`config.mk`:
```
export PLATFORM = sky130hd
export DESIGN_NAME = life_grid_display
export DESIGN_NICKNAME = d
export VERILOG_FILES = /design/src/rtl/life_pkg.sv /design/src/rtl/life_gen_buffer.sv /design/src/rtl/life_grid_display.sv
export SDC_FILE = /design/constraint.sdc
export NUM_CORES = 1
export LEC_CHECK = 0
export BUFFER_PORTS_ARGS = -buffer_cell sky130_fd_sc_hd__buf_2
export CAP_MARGIN = 15
export CORE_MARGIN = 3
export CORE_UTILIZATION = 40
export CTS_BUF_LIST = sky130_fd_sc_hd__clkbuf_4 sky130_fd_sc_hd__clkbuf_8
export DETAILED_ROUTE_END_ITERATION = 8
export PLACE_DENSITY = 0.58
export SETUP_SLACK_MARGIN = 0.4
export SYNTH_ARGS = -nofsm -noshare
export SYNTH_HDL_FRONTEND = slang
export SYNTH_SLANG_ARGS = --single-unit
```
`constraint.sdc`:
```
create_clock -name clk -period 2.6 [get_ports clk]
set_input_delay 0.26 -clock clk [delete_from_list [all_inputs] [get_ports clk]]
set_output_delay 0.26 -clock clk [all_outputs]
set_load 0.1 [all_outputs]
```
`src/rtl/life_pkg.sv`:
```
// Shared constants and helpers for the life grid display.
// Build option: LIFE_GRID_LINES_EN (grid-line overlay, see life_grid_display).
package life_pkg;

   localparam int RGB_W   = 12;
   localparam int COORD_W = 11;

   localparam logic [RGB_W-1:0] DEAD_RGB_DEF  = 12'h000;
   localparam logic [RGB_W-1:0] ALIVE_RGB_DEF = 12'hFFF;
   localparam logic [RGB_W-1:0] GRID_RGB      = 12'h444;

   // Flat bit index of a cell: row*grid_w + col. Wide enough for a 64x64 grid.
   function automatic logic [12:0] cell_index(input logic [COORD_W-1:0] row,
                                              input logic [COORD_W-1:0] col,
                                              input int unsigned        grid_w);
      logic [12:0] r;
      logic [12:0] c;
      logic [12:0] w;
      r = 13'(row);
      c = 13'(col);
      w = 13'(grid_w);
      return (r * w) + c;
   endfunction

endpackage

```
`src/rtl/life_gen_buffer.sv`:
```
// Pending/display double buffer for life generations.
// A new generation is parked in the pending buffer and only moves to the
// display buffer on frame_start, so a frame never shows two generations.
module life_gen_buffer #(
   parameter int CELLS = 256
) (
   input  logic             clk,
   input  logic             rst_n,
   input  logic [CELLS-1:0] alive_i,
   input  logic             alive_valid_i,
   input  logic             frame_start_i,
   output logic             alive_ready_o,
   output logic [CELLS-1:0] disp_o
);

   logic [CELLS-1:0] pend_q, pend_d;
   logic [CELLS-1:0] disp_q, disp_d;
   logic             full_q, full_d;
   logic             accept;
   logic             commit;

   // Handshake and commit decisions; accept and commit cannot coincide
   // because accept requires an empty pending buffer.
   always_comb begin
      accept = alive_valid_i && !full_q;
      commit = frame_start_i && full_q;
      pend_d = accept ? alive_i : pend_q;
      disp_d = commit ? pend_q : disp_q;
      full_d = full_q;
      if (accept) begin
         full_d = 1'b1;
      end else if (commit) begin
         full_d = 1'b0;
      end
   end

   // Buffer state; reset drops any parked generation.
   always_ff @(posedge clk or negedge rst_n) begin
      if (!rst_n) begin
         pend_q <= '0;
         disp_q <= '0;
         full_q <= 1'b0;
      end else begin
         pend_q <= pend_d;
         disp_q <= disp_d;
         full_q <= full_d;
      end
   end

   assign alive_ready_o = !full_q;
   assign disp_o        = disp_q;

endmodule

```
`src/rtl/life_grid_display.sv`:
```
// Life grid renderer: double-buffered generation store plus a two-stage
// pixel pipeline (cell lookup, then colour).
// Build option: LIFE_GRID_LINES_EN draws GRID_RGB on the first pixel row and
// column of every in-grid cell.
module life_grid_display
   import life_pkg::*;
#(
   parameter int               GRID_W     = 16,
   parameter int               GRID_H     = 16,
   parameter int               CELL_SHIFT = 2,
   parameter logic [RGB_W-1:0] ALIVE_RGB  = ALIVE_RGB_DEF,
   parameter logic [RGB_W-1:0] DEAD_RGB   = DEAD_RGB_DEF
) (
   input  logic                     clk,
   input  logic                     rst_n,
   input  logic [COORD_W-1:0]       x,
   input  logic [COORD_W-1:0]       y,
   input  logic                     pix_en,
   input  logic                     frame_start,
   input  logic [GRID_W*GRID_H-1:0] alive,
   input  logic                     alive_valid,
   output logic                     alive_ready,
   output logic [RGB_W-1:0]         rgb,
   output logic                     rgb_valid
);

   localparam int CELLS = GRID_W * GRID_H;
   localparam int IDX_W = (CELLS > 1) ? $clog2(CELLS) : 1;

   logic [CELLS-1:0] disp;

   life_gen_buffer #(
      .CELLS (CELLS)
   ) u_gen_buffer (
      .clk           (clk),
      .rst_n         (rst_n),
      .alive_i       (alive),
      .alive_valid_i (alive_valid),
      .frame_start_i (frame_start),
      .alive_ready_o (alive_ready),
      .disp_o        (disp)
   );

   logic [COORD_W-1:0] cx_q, cx_d;
   logic [COORD_W-1:0] cy_q, cy_d;
   logic               in_grid_q, in_grid_d;
   logic               pen_q, pen_d;
   logic [RGB_W-1:0]   rgb_q, rgb_d;
   logic               rgb_valid_q, rgb_valid_d;
   logic [IDX_W-1:0]   idx;
   logic               cell_on;

`ifdef LIFE_GRID_LINES_EN
   localparam logic [COORD_W-1:0] OFF_MASK = COORD_W'((1 << CELL_SHIFT) - 1);
   logic edge_q, edge_d;
`endif

   // Stage 1: pixel -> cell coordinates and grid membership.
   always_comb begin
      cx_d      = x >> CELL_SHIFT;
      cy_d      = y >> CELL_SHIFT;
      in_grid_d = (cx_d < COORD_W'(GRID_W)) && (cy_d < COORD_W'(GRID_H));
      pen_d     = pix_en;
`ifdef LIFE_GRID_LINES_EN
      edge_d    = ((x & OFF_MASK) == '0) || ((y & OFF_MASK) == '0);
`endif
   end

   // Stage 2: cell lookup and colour. The index is forced to zero off-grid so
   // a far coordinate can never address beyond the display buffer.
   always_comb begin
      idx         = in_grid_q ? IDX_W'(cell_index(cy_q, cx_q, GRID_W)) : '0;
      cell_on     = in_grid_q && disp[idx];
      rgb_valid_d = pen_q;
      rgb_d       = '0;
      if (pen_q) begin
`ifdef LIFE_GRID_LINES_EN
         if (in_grid_q && edge_q) begin
            rgb_d = GRID_RGB;
         end else begin
            rgb_d = cell_on ? ALIVE_RGB : DEAD_RGB;
         end
`else
         rgb_d = cell_on ? ALIVE_RGB : DEAD_RGB;
`endif
      end
   end

   // Pipeline registers.
   always_ff @(posedge clk or negedge rst_n) begin
      if (!rst_n) begin
         cx_q        <= '0;
         cy_q        <= '0;
         in_grid_q   <= 1'b0;
         pen_q       <= 1'b0;
         rgb_q       <= '0;
         rgb_valid_q <= 1'b0;
`ifdef LIFE_GRID_LINES_EN
         edge_q      <= 1'b0;
`endif
      end else begin
         cx_q        <= cx_d;
         cy_q        <= cy_d;
         in_grid_q   <= in_grid_d;
         pen_q       <= pen_d;
         rgb_q       <= rgb_d;
         rgb_valid_q <= rgb_valid_d;
`ifdef LIFE_GRID_LINES_EN
         edge_q      <= edge_d;
`endif
      end
   end

   assign rgb       = rgb_q;
   assign rgb_valid = rgb_valid_q;

endmodule
```
Yosys cells after proc, flatten, opt, wreduce, memory -nomap -nowiden

Cells that the tools add are included.

Add/subtract/negate cells: 1
$lt $le $gt $ge: 3
Muxes and demuxes: 7
Reduce and logical (&&, ||, !) cells: 6

Operator list:

| cell                 | count |
|---|---|
| $mux W12             | 2 |
| $lt A9 B5 Y1 const B | 2 |
| $lt A8 B9 Y1 const B | 1 |
| $add A8 B8 Y8        | 1 |
| $bmux W1 S8          | 1 |
| $mux W8              | 1 |
| $logic_and A1 B1 Y1  | 4 |
| $mux W1              | 3 |
| $reduce_bool A2 Y1   | 1 |
| $logic_not A1 Y1     | 1 |

Flip-flop bits (word level): 540
Input port bits: 283
Output and inout port bits: 14
Logic and storage cells: 26

Logic depth before layout (Yosys ltp)

Gate-level depths: netlist of run 1.

Depth in word-level cells: 7
Gate-level depth with buffers: 11
Depth with buffers taken out: 7

By module

Synthesis of run 1 repeated with hierarchy kept, for this count alone.

Cell total of the unflattened synthesis: 1,488
Area, all modules: 22,500.3 um2

Modules (own cells, without submodules):

| module            | times used | cells an instance | area an instance (um2) | sequential area each (um2) |
|---|---|---|---|---|
| life_gen_buffer   | 1          | 1,086             | 19,072.0               | 12,837.3 |
| life_grid_display | 1          | 402               | 3,428.3                | 400.4 |

Least setup slack after synthesis of run 1

OpenSTA, ideal clock, no wires.

Path kind: reg2reg
Start: reg cx_q[0]
End: reg rgb_q[10], in the netlist rgb[10]
Setup time: 0.121 ns
Data arrival time: 1.747 ns
Data required time: 2.479 ns
Setup slack: 0.732 ns
Cell stages (with the launch flop): 10
Path buffers: 2
Clock period less this slack: 1.868 ns
Cell sequence: dfrtp_1 -> buf_4 -> buf_6 -> mux2_2 -> a221oi_1 -> o221ai_1 -> o211a_1 -> o31a_1 -> nand4_1 -> a21oi_1

Cells in the longest elaborated chain, start to end: 7

Ends and longest elaborated chain:

| item                          | line                     | text |
|---|---|---|
| start, declared               | life_grid_display.sv:44  | `logic [COORD_W-1:0] cx_q, cx_d;` |
| start signal, assigned        | life_grid_display.sv:92  | `cx_q <= '0;` |
| start signal, assigned        | life_grid_display.sv:102 | `cx_q <= cx_d;` |
| $add A8 B8 Y8                 | life_pkg.sv:22           | `return (r * w) + c;` |
| $mux W8                       | life_grid_display.sv:72  | `idx = in_grid_q ? IDX_W'(cell_index(cy_q, cx_q, GRID_W)) : '0;` |
| $bmux W1 S8                   | life_grid_display.sv:73  | `cell_on = in_grid_q && disp[idx];` |
| $mux W1 (implied by the code) | life_grid_display.sv:73  |  |
| $logic_and A1 B1 Y1           | life_grid_display.sv:73  |  |
| $mux W12                      | life_grid_display.sv:84  | `rgb_d = cell_on ? ALIVE_RGB : DEAD_RGB;` |
| $mux W12                      | life_grid_display.sv:76  | `if (pen_q) begin` |
| end signal, assigned          | life_grid_display.sv:106 | `rgb_q <= rgb_d;` |
| end, declared                 | life_grid_display.sv:48  | `logic [RGB_W-1:0] rgb_q, rgb_d;` |

No other way between the ends. The select of a mux whose other input is x is not followed.
A chain may end at the register's enable or synchronous reset.

Worst setup path in the final report of run 1

Start: reg in_grid_q
End: reg rgb_q[10], in the netlist rgb[10]

Cells in the longest elaborated chain, start to end: 6

Ends and longest elaborated chain:

| item                          | line                     | text |
|---|---|---|
| start, declared               | life_grid_display.sv:46  | `logic in_grid_q, in_grid_d;` |
| start signal, assigned        | life_grid_display.sv:104 | `in_grid_q <= in_grid_d;` |
| $mux W8                       | life_grid_display.sv:72  |  |
| $bmux W1 S8                   | life_grid_display.sv:73  |  |
| $mux W1 (implied by the code) | life_grid_display.sv:73  |  |
| $logic_and A1 B1 Y1 (*)       | life_grid_display.sv:73  |  |
| $mux W12 (*)                  | life_grid_display.sv:84  |  |
| $mux W12 (*)                  | life_grid_display.sv:76  |  |

Mark *: on every way between the ends. The rest lies on a longest branch, timed or not. The select of a mux whose other input is x is not followed.

==> results.txt, run 1 <==
* Result of the run: complete, no violations
* Number of global-route vias before repair: 16.03k
* Type of the most critical hold path: input port to async pin
* Yosys top cell area share: 0.5979
- Remaining design rule violation count: 0
- Hold violation count in the final report: 0
* Main combinational cell family by area after synthesis: multiplexers
- In this run the cell area of the synthesized design comes to 22,140 µm².
* Die height: 241.3 µm
- The worst setup path is captured at a register.
- Met3 GRT Util: 0.04565
- Kind of start point of the critical path: register
- Clock-pin slew of the registers on the worst-case setup and hold paths: 60 ps
* Total of warnings raised by yosys: 0
- The commonest cells after synthesis are sky130_fd_sc_hd__mux2_2, sky130_fd_sc_hd__dfrtp_1, sky130_fd_sc_hd__clkbuf_1, sky130_fd_sc_hd__nand2_1, sky130_fd_sc_hd__a211oi_1.
* Max_slew headroom: 0.5317
- Summing all flip-flop and latch instances after layout gives 13,240 µm².
- Worst-margin pin slew: 702.4 ps
- Fill cells in the final layout number 4,457.
- Number of optimization iterations in the first detailed-route pass: 5
- Across every metal layer, demand over resource in global routing totals 0.2186.
- Setup ws final: 280.4 ps
- The synthesized design spends more area on one cell type than any other, namely sky130_fd_sc_hd__dfrtp_1.
* Required time at the worst-slack endpoint: 3190 ps
* CTS H-tree lvls: 3
* Post-synthesis net count: 1,787
- Layout area overhead: 34.05%
- Worst slack on hold paths: 170.2 ps
* Residual antenna-violating net count after detailed routing: 0
- The critical path in this run is classified as register to register.
- For this block, the via count after detailed routing is 14.90k.
- Maximum number of pins on one net before global-route repair: 97
* Number of distinct library cells after synthesis: 57
- After synthesis, the cell types taking the most area are sky130_fd_sc_hd__dfrtp_1, sky130_fd_sc_hd__mux2_2, sky130_fd_sc_hd__a211oi_1, sky130_fd_sc_hd__mux2i_1, sky130_fd_sc_hd__clkbuf_1.
- First DRT Iteration DRCs: 786
- Critical path startpoint: in_grid_q
- Peak VDD IR: 0.4609 mV
* Data arrival at the endpoint of the critical path: 2910 ps
- Global-route wire length before repair: 95,460 µm
- At the end of the flow the core is filled with cells to 0.5472.
* Routed wirelength normalized by instance count: 21.94 µm
- Global route hottest layer: met2
- Tmin final: 2320 ps
- Number of failing setup endpoints in the final timing report: 0
- Max Freq: 0.4311 GHz
- For this design the ratio of total power to cell area is 856.5 nW/µm².
- Of the total synthesized cell area, the portion taken by AND, OR, NAND and NOR gates is 0.02797.
- For this run, global-route usage on met2 was measured as 0.3516.
- Fraction of the cycle the final worst path needs: 0.8922
- Number of max-slew violations in the final report: 0
* Post-synthesis cell count: 1,500
* Post-Synth Adder-Cell Area: 0.002600
- Io pins: 297
- In this run the core area contains 85 standard-cell rows.
- By instance count, the leading cell after synthesis is sky130_fd_sc_hd__mux2_2.
* Effective utilization at floorplan: 0.4082
- Xor/xnor cell area share of the yosys netlist: 0.001187
- Dominant register cell in the synthesized netlist: sky130_fd_sc_hd__dfrtp_1
* CTS tree: yes
- Area of the multi-input gates: 8397 µm²
- Flop and latch count out of synthesis: 529
* Post-route insts no fill: 2,896
* Total power after layout: 25.42 mW
- The placed instances occupy a cell area of 24,670 µm².
- The longest clock path from root to sink contains 3 buffers.
- Setup TNS: 0 ps
- Post-route cell area: 29,680 µm²
- The final layout contains 2,418 nets.
* Die footprint: 58,210 µm²
- Mean cell area of the mapped netlist: 14.76 µm²
* Avg Vias per Cell: 5.145
- Detailed-route wire length: 63,540 µm
* R2R depth: 6
- In this run, synthesis inferred 0 flip-flops with an integrated enable.
- Number of maximum-capacitance constraint violations: 0
- The share of the Yosys chip area taken by registers is 0.5979.
- Once detailed placement completed, the half-perimeter wirelength came to 41,270 µm.
- The floorplan step set the die width to 241.3 µm.
- For flop-to-flop paths, the worst setup slack is 280 ps.
- Along the worst path, the maximum fanout reaches 21.
* Dpl cells: 2,450
- The initial antenna violation count was 4.
- In the final layout, the share of cells above drive strength 1 is 0.5055.
- In this run the critical register-to-register path is launched from in_grid_q.
- Worst-case clock skew: 16.77 ps
- Before CTS, the worst setup slack after placement is 117.0 ps.
* Static leakage power: 13.01 nW
- Setup repair after global routing could not meet its margin everywhere.
- For met1 alone, demand over resource in global routing was 0.2948.
* TritonCTS buffer count: 90
- For this run, asynchronously set or reset flops after synthesis account for 1.000.
- Number of I/O port buffers: 292
- Core footprint: 54,240 µm²
- Global-route congestion overflow total: 0
- The share of the synthesized area in compound gates (AO/OA/AOI/OAI) came to 0.05109.
- CTS root buf: sky130_fd_sc_hd__clkbuf_8
* Clock latency at the later pin of the worst-skew pair: 670 ps
- Final weighted congestion in routability-driven placement: 0.7812
- The portion of synthesized area spent on multiplexers is 0.2907.
- TritonCTS Sinks: 529
==> area by class of cell <==
class / count / share of cell area
clock buffers: 149 / 0.06277
well taps: 696 / 0.02934
clock inverters: 10 / 0.003120
repair buffers: 648 / 0.1747
inverters: 6 / 0.0007589
multi-input cells: 856 / 0.2829
flip-flops and latches: 529 / 0.4462
diodes: 2 / 0.0001686
==> registers in the layout (all words and copies together) (netlist names) <==
name	cells
u_gen_buffer.disp_o	256
u_gen_buffer.pend_q	256
cx_q	8
cy_q	4
in_grid_q	1
pen_q	1
rgb	1
rgb_valid	1
u_gen_buffer.full_q	1
==> cell usage in the layout, fill, tap and decap left out, types with 20 or more instances in the layout <==
cell type	count
sky130_fd_sc_hd__mux2_2	544
sky130_fd_sc_hd__dfrtp_1	526
sky130_fd_sc_hd__buf_2	291
sky130_fd_sc_hd__dlygate4sd3_1	273
sky130_fd_sc_hd__clkbuf_8	119
sky130_fd_sc_hd__buf_4	55
sky130_fd_sc_hd__nand2_1	50
sky130_fd_sc_hd__a211oi_1	30
sky130_fd_sc_hd__clkbuf_4	30
sky130_fd_sc_hd__o21ai_0	25
sky130_fd_sc_hd__mux2i_1	21
sky130_fd_sc_hd__a21oi_1	21
sky130_fd_sc_hd__buf_12	20
==> path summary, 6_finish.rpt <==
path | to
max | rgb[10]
min | u_gen_buffer.disp_o[203]
max reg2reg | rgb[10]
min reg2reg | u_gen_buffer.disp_o[57]
max in group asynchronous | u_gen_buffer.disp_o[188]
min in group clk | u_gen_buffer.full_q
==> power breakdown <==
part | internal, mW | switching, mW
Clock | 4.60 | 3.34
Combinational | 3.22 | 1.87
Sequential | 10.9 | 1.51
Total | 18.7 | 6.72
==> layer usage <==
| layer | vias up | wire length [µm] |
|---|---|---|
| met2 | 385 | 30250 |
| met4 | 4 | 2131 |
| li1 | 6735 | - |
| met5 | - | 17 |
| met1 | 7647 | 28200 |
| met3 | 128 | 2941 |
==> critical path, stage by stage (launching register included) <==
cell,delay [ps]
sky130_fd_sc_hd__dfrtp_2,450
sky130_fd_sc_hd__buf_4,320
sky130_fd_sc_hd__nand2_1,470
sky130_fd_sc_hd__a311o_1,520
sky130_fd_sc_hd__o2111ai_2,110
sky130_fd_sc_hd__nand4_1,170
sky130_fd_sc_hd__a21oi_1,180
==> logic make-up after synthesis <==
group / after synthesis
compound gates: 158
fa+ha+maj: 4
simple gates: 121
flops: 529
mux: 570
xor+xnor: 3
buf+inv: 115
==> repair_timing <==
item                       4_1_cts  5_1_grt
hold buffers                   273        0
setup endpoints to repair        1        1
resized for setup               16       17
cloned                           2        1
pin swaps                        5        8
hold endpoints to repair       331        0
setup buffers                    9        0
No activity file was read; power rests on OpenSTA's default activity.
==> run 2, diff against run 1 <==
Settings changed: ABC_AREA set to 0.
Clock period 2.6 ns to 2.19 ns, I/O delays scaled along.
==> run 2 against run 1 <==
Net effect:
- sequential cell count stayed put
- routed wire length grew 0.14%
- register-to-register slack got worse by 350 ps
- count of clock-buffer cells in the layout shrank 4
- via count hardly changed
- fmax is 2.5% higher
- utilization is 0.51 points higher
- hold slack worse by 78 ps
- cell count rose by 1.1%
- critical path depth rose by 2
- the run now ends with negative setup slack left
- clock skew rose by 11 ps
==> results.txt, run 2 (synthesis results as in run 1) <==
- Worst slack on hold paths: 92.39 ps (was 170.2 ps)
- The actual transition at the worst max-transition pin was 603.3 ps (was 702.4 ps).
- Global-route track usage on met1: 0.2969 (was 0.2948)
- First DRT Iteration DRCs: 683 (was 786)
- Avg Vias per Cell: 5.087 (was 5.145)
* Number of maximum-capacitance constraint violations: 0 (unchanged)
- Max Freq: 0.4421 GHz (was 0.4311 GHz)
- The arrival time reported for the critical path endpoint was 2820 ps (was 2910 ps).
- Detailed-route wire length: 63,630 µm (was 63,540 µm)
- Global-route congestion overflow total: 0 (unchanged)
- Top library cells by usage in the layout, fill and taps aside: sky130_fd_sc_hd__mux2_2, sky130_fd_sc_hd__dfrtp_1, sky130_fd_sc_hd__buf_2 (unchanged)
- The met2 global-route usage came to 0.3640 (was 0.3516).
* CP bufs+invs: 1 (unchanged)
- Setup ws final: -72.08 ps (was 280.4 ps)
* Result of the run: complete, but fails checks (was complete, no violations)
- Maximum number of pins on one net before global-route repair: 96 (was 97)
* Clock latency at the later pin of the worst-skew pair: 670 ps (about the same)
- The final hold violation count is 0 (unchanged).
- The number of sinks handled by clock tree synthesis is 529 (unchanged).
* Die footprint: 58,210 µm² (unchanged)
- The number of buffers on the longest clock path was 3 (unchanged).
- The layout-stage area growth over the synthesis result was 35.31% (was 34.05%).
- The clock tree from TritonCTS is yes (unchanged).
* Number of I/O port buffers: 292 (unchanged)
* Die height: 241.3 µm (unchanged)
- Static leakage power: 13.17 nW (was 13.01 nW)
- The critical path required time is 2750 ps (was 3190 ps).
- The worst ir drop on vdd is 0.4807 mV (was 0.4609 mV).
- The element type at the critical path end was a register (unchanged).
- The number of ports placed on the die boundary was 297 (unchanged).
* CP Class: register to register (unchanged)
- The number of buffers created by CTS came to 91 (was 90).
- The clock period minus final worst setup slack was 2262 ps (was 2320 ps).
- The critical path's slowest cell is sky130_fd_sc_hd__dfrtp_4 (was sky130_fd_sc_hd__a311o_1).
* Setup TNS: -72.08 ps (was 0 ps)
- Cell Rows: 85 (unchanged)
- The overall power after layout came to 30.24 mW (was 25.42 mW).
- CP top delay family: compound AO/OA/AOI/OAI gates (unchanged)
- Final Util: 0.5523 (was 0.5472)
- Unrepaired setup endpoints after global routing: true (unchanged)
- The routed via count was 14.89k (was 14.90k).
- Dpl ws: -249.2 ps (was 117.0 ps)
- Placed wire-length estimate after detailed placement: 42,950 µm (was 41,270 µm)
* All-Layer GR Usage: 0.2215 (was 0.2186)
- Core footprint: 54,240 µm² (unchanged)
- The number of nets still failing antenna checks after routing was 0 (unchanged).
* Effective utilization at floorplan: 0.4082 (unchanged)
* Final weighted congestion in routability-driven placement: 0.7868 (was 0.7812)
- Layout cells sized above 1: 0.5117 (was 0.5055)
- Die X-Extent: 241.3 µm (unchanged)
* Kind of start point of the critical path: register (unchanged)
- Delay of the slowest critical-path stage: 550 ps (was 520 ps)
* Highest fanout seen on the critical path: 10 (was 21)
- The type of the worst min-delay path was input port to async pin (unchanged).
* CTS root buf: sky130_fd_sc_hd__clkbuf_8 (unchanged)
* Clock-pin slew of the registers on the worst-case setup and hold paths: 60 ps (about the same)
- The initial antenna violation count came to 4 (unchanged).
* CTS H-tree lvls: 3 (unchanged)
* Remaining design rule violation count: 0 (unchanged)
* Global-route wire length before repair: 96,930 µm (was 95,460 µm)
- Number of max-slew violations in the final report: 0 (unchanged)
- The number of global-route vias before repair is 16.37k (was 16.03k).
* Commonest non-fill, non-tap cell in the layout: sky130_fd_sc_hd__mux2_2 (unchanged)
* Max_slew headroom: 0.5978 (was 0.5317)
- Crit-path cells: buf_12 > mux2_2 > o21ai_0 > a31oi_1 > o311a_1 > o31a_1 > nand4_1 > a21oi_2 (was buf_4 > nand2_1 > a311o_1 > o2111ai_2 > nand4_1 > a21oi_1).
* Global route hottest layer: met2 (unchanged)
- The worst clock skew on the final layout came to 27.52 ps (was 16.77 ps).
- Routed wirelength normalized by instance count: 21.73 µm (was 21.94 µm)
- The number of optimization iterations in the first detailed-route pass came to 5 (unchanged).
* Power density of the placed cells: 1009 nW/µm² (was 856.5 nW/µm²)
* Number of failing setup endpoints in the final timing report: 1 (was 0)
- Met3 GRT Util: 0.04076 (was 0.04565)
- The period utilization was 1.033 (was 0.8922).
- The final reports fail on negative setup slack.
- Total Nets Final: 2,452 (was 2,418)
==> run 2: worst paths after layout <==
check,from,endpoint,slack (ps),depth (start not counted)
worst min-delay path,rst_n,u_gen_buffer.pend_q[46],90,2
worst max register to register,cx_q[0],rgb[10],-70,8
worst max-delay path,cx_q[0],rgb[10],-70,8
min in group clk,y[4],cy_q[2],210,2
max in group asynchronous,rst_n,u_gen_buffer.pend_q[7],1240,4
worst min register to register,pen_q,rgb_valid,400,0
==> run 2: power by group <==
group | leakage (nW) | internal (mW) | switching (mW)
combinational | 5.96 | 3.91 | 2.19
sequential | 6.19 | 12.9 | 2.00
clock | 1.01 | 5.26 | 3.97
==> run 2: repair_timing <==
item | 4_1_cts | 5_1_grt
setup endpoints to repair | 14 | 19
gates cloned | 1 | 1
buffers inserted | 1 | 1
resized for setup | 21 | 17
pin swaps | 3 | 7
hold endpoints to repair | 504 | 0
hold buffers | 273 | 0
==> run 2: routing by layer <==
metal	vias to the layer above	wire length [µm]
li1	6836	-
met1	7585	28590
met2	347	30610
met3	124	2438
met4	2	1975
met5	-	13
==> run 2: final cells by class <==
cell class	count	area, µm²
inverter	6	22.52
timing repair buffer	681	5523
sequential	529	13240
multi-input combinational	856	8394
fill	4399	24280
clock inverter	11	60.06
clock buffer	145	1833
tap	696	870.8
antenna	4	10.01
==> run 2: per-stage QoR <==
step | std cells | instance area (µm²)
3_3_place_gp | 2491 | 25120
3_5_place_dp | 2491 | 25120
6_report | 2928 | 29960
5_1_grt | 2926 | 29950
4_1_cts | 2922 | 29850
2_1_floorplan | 1500 | 22160
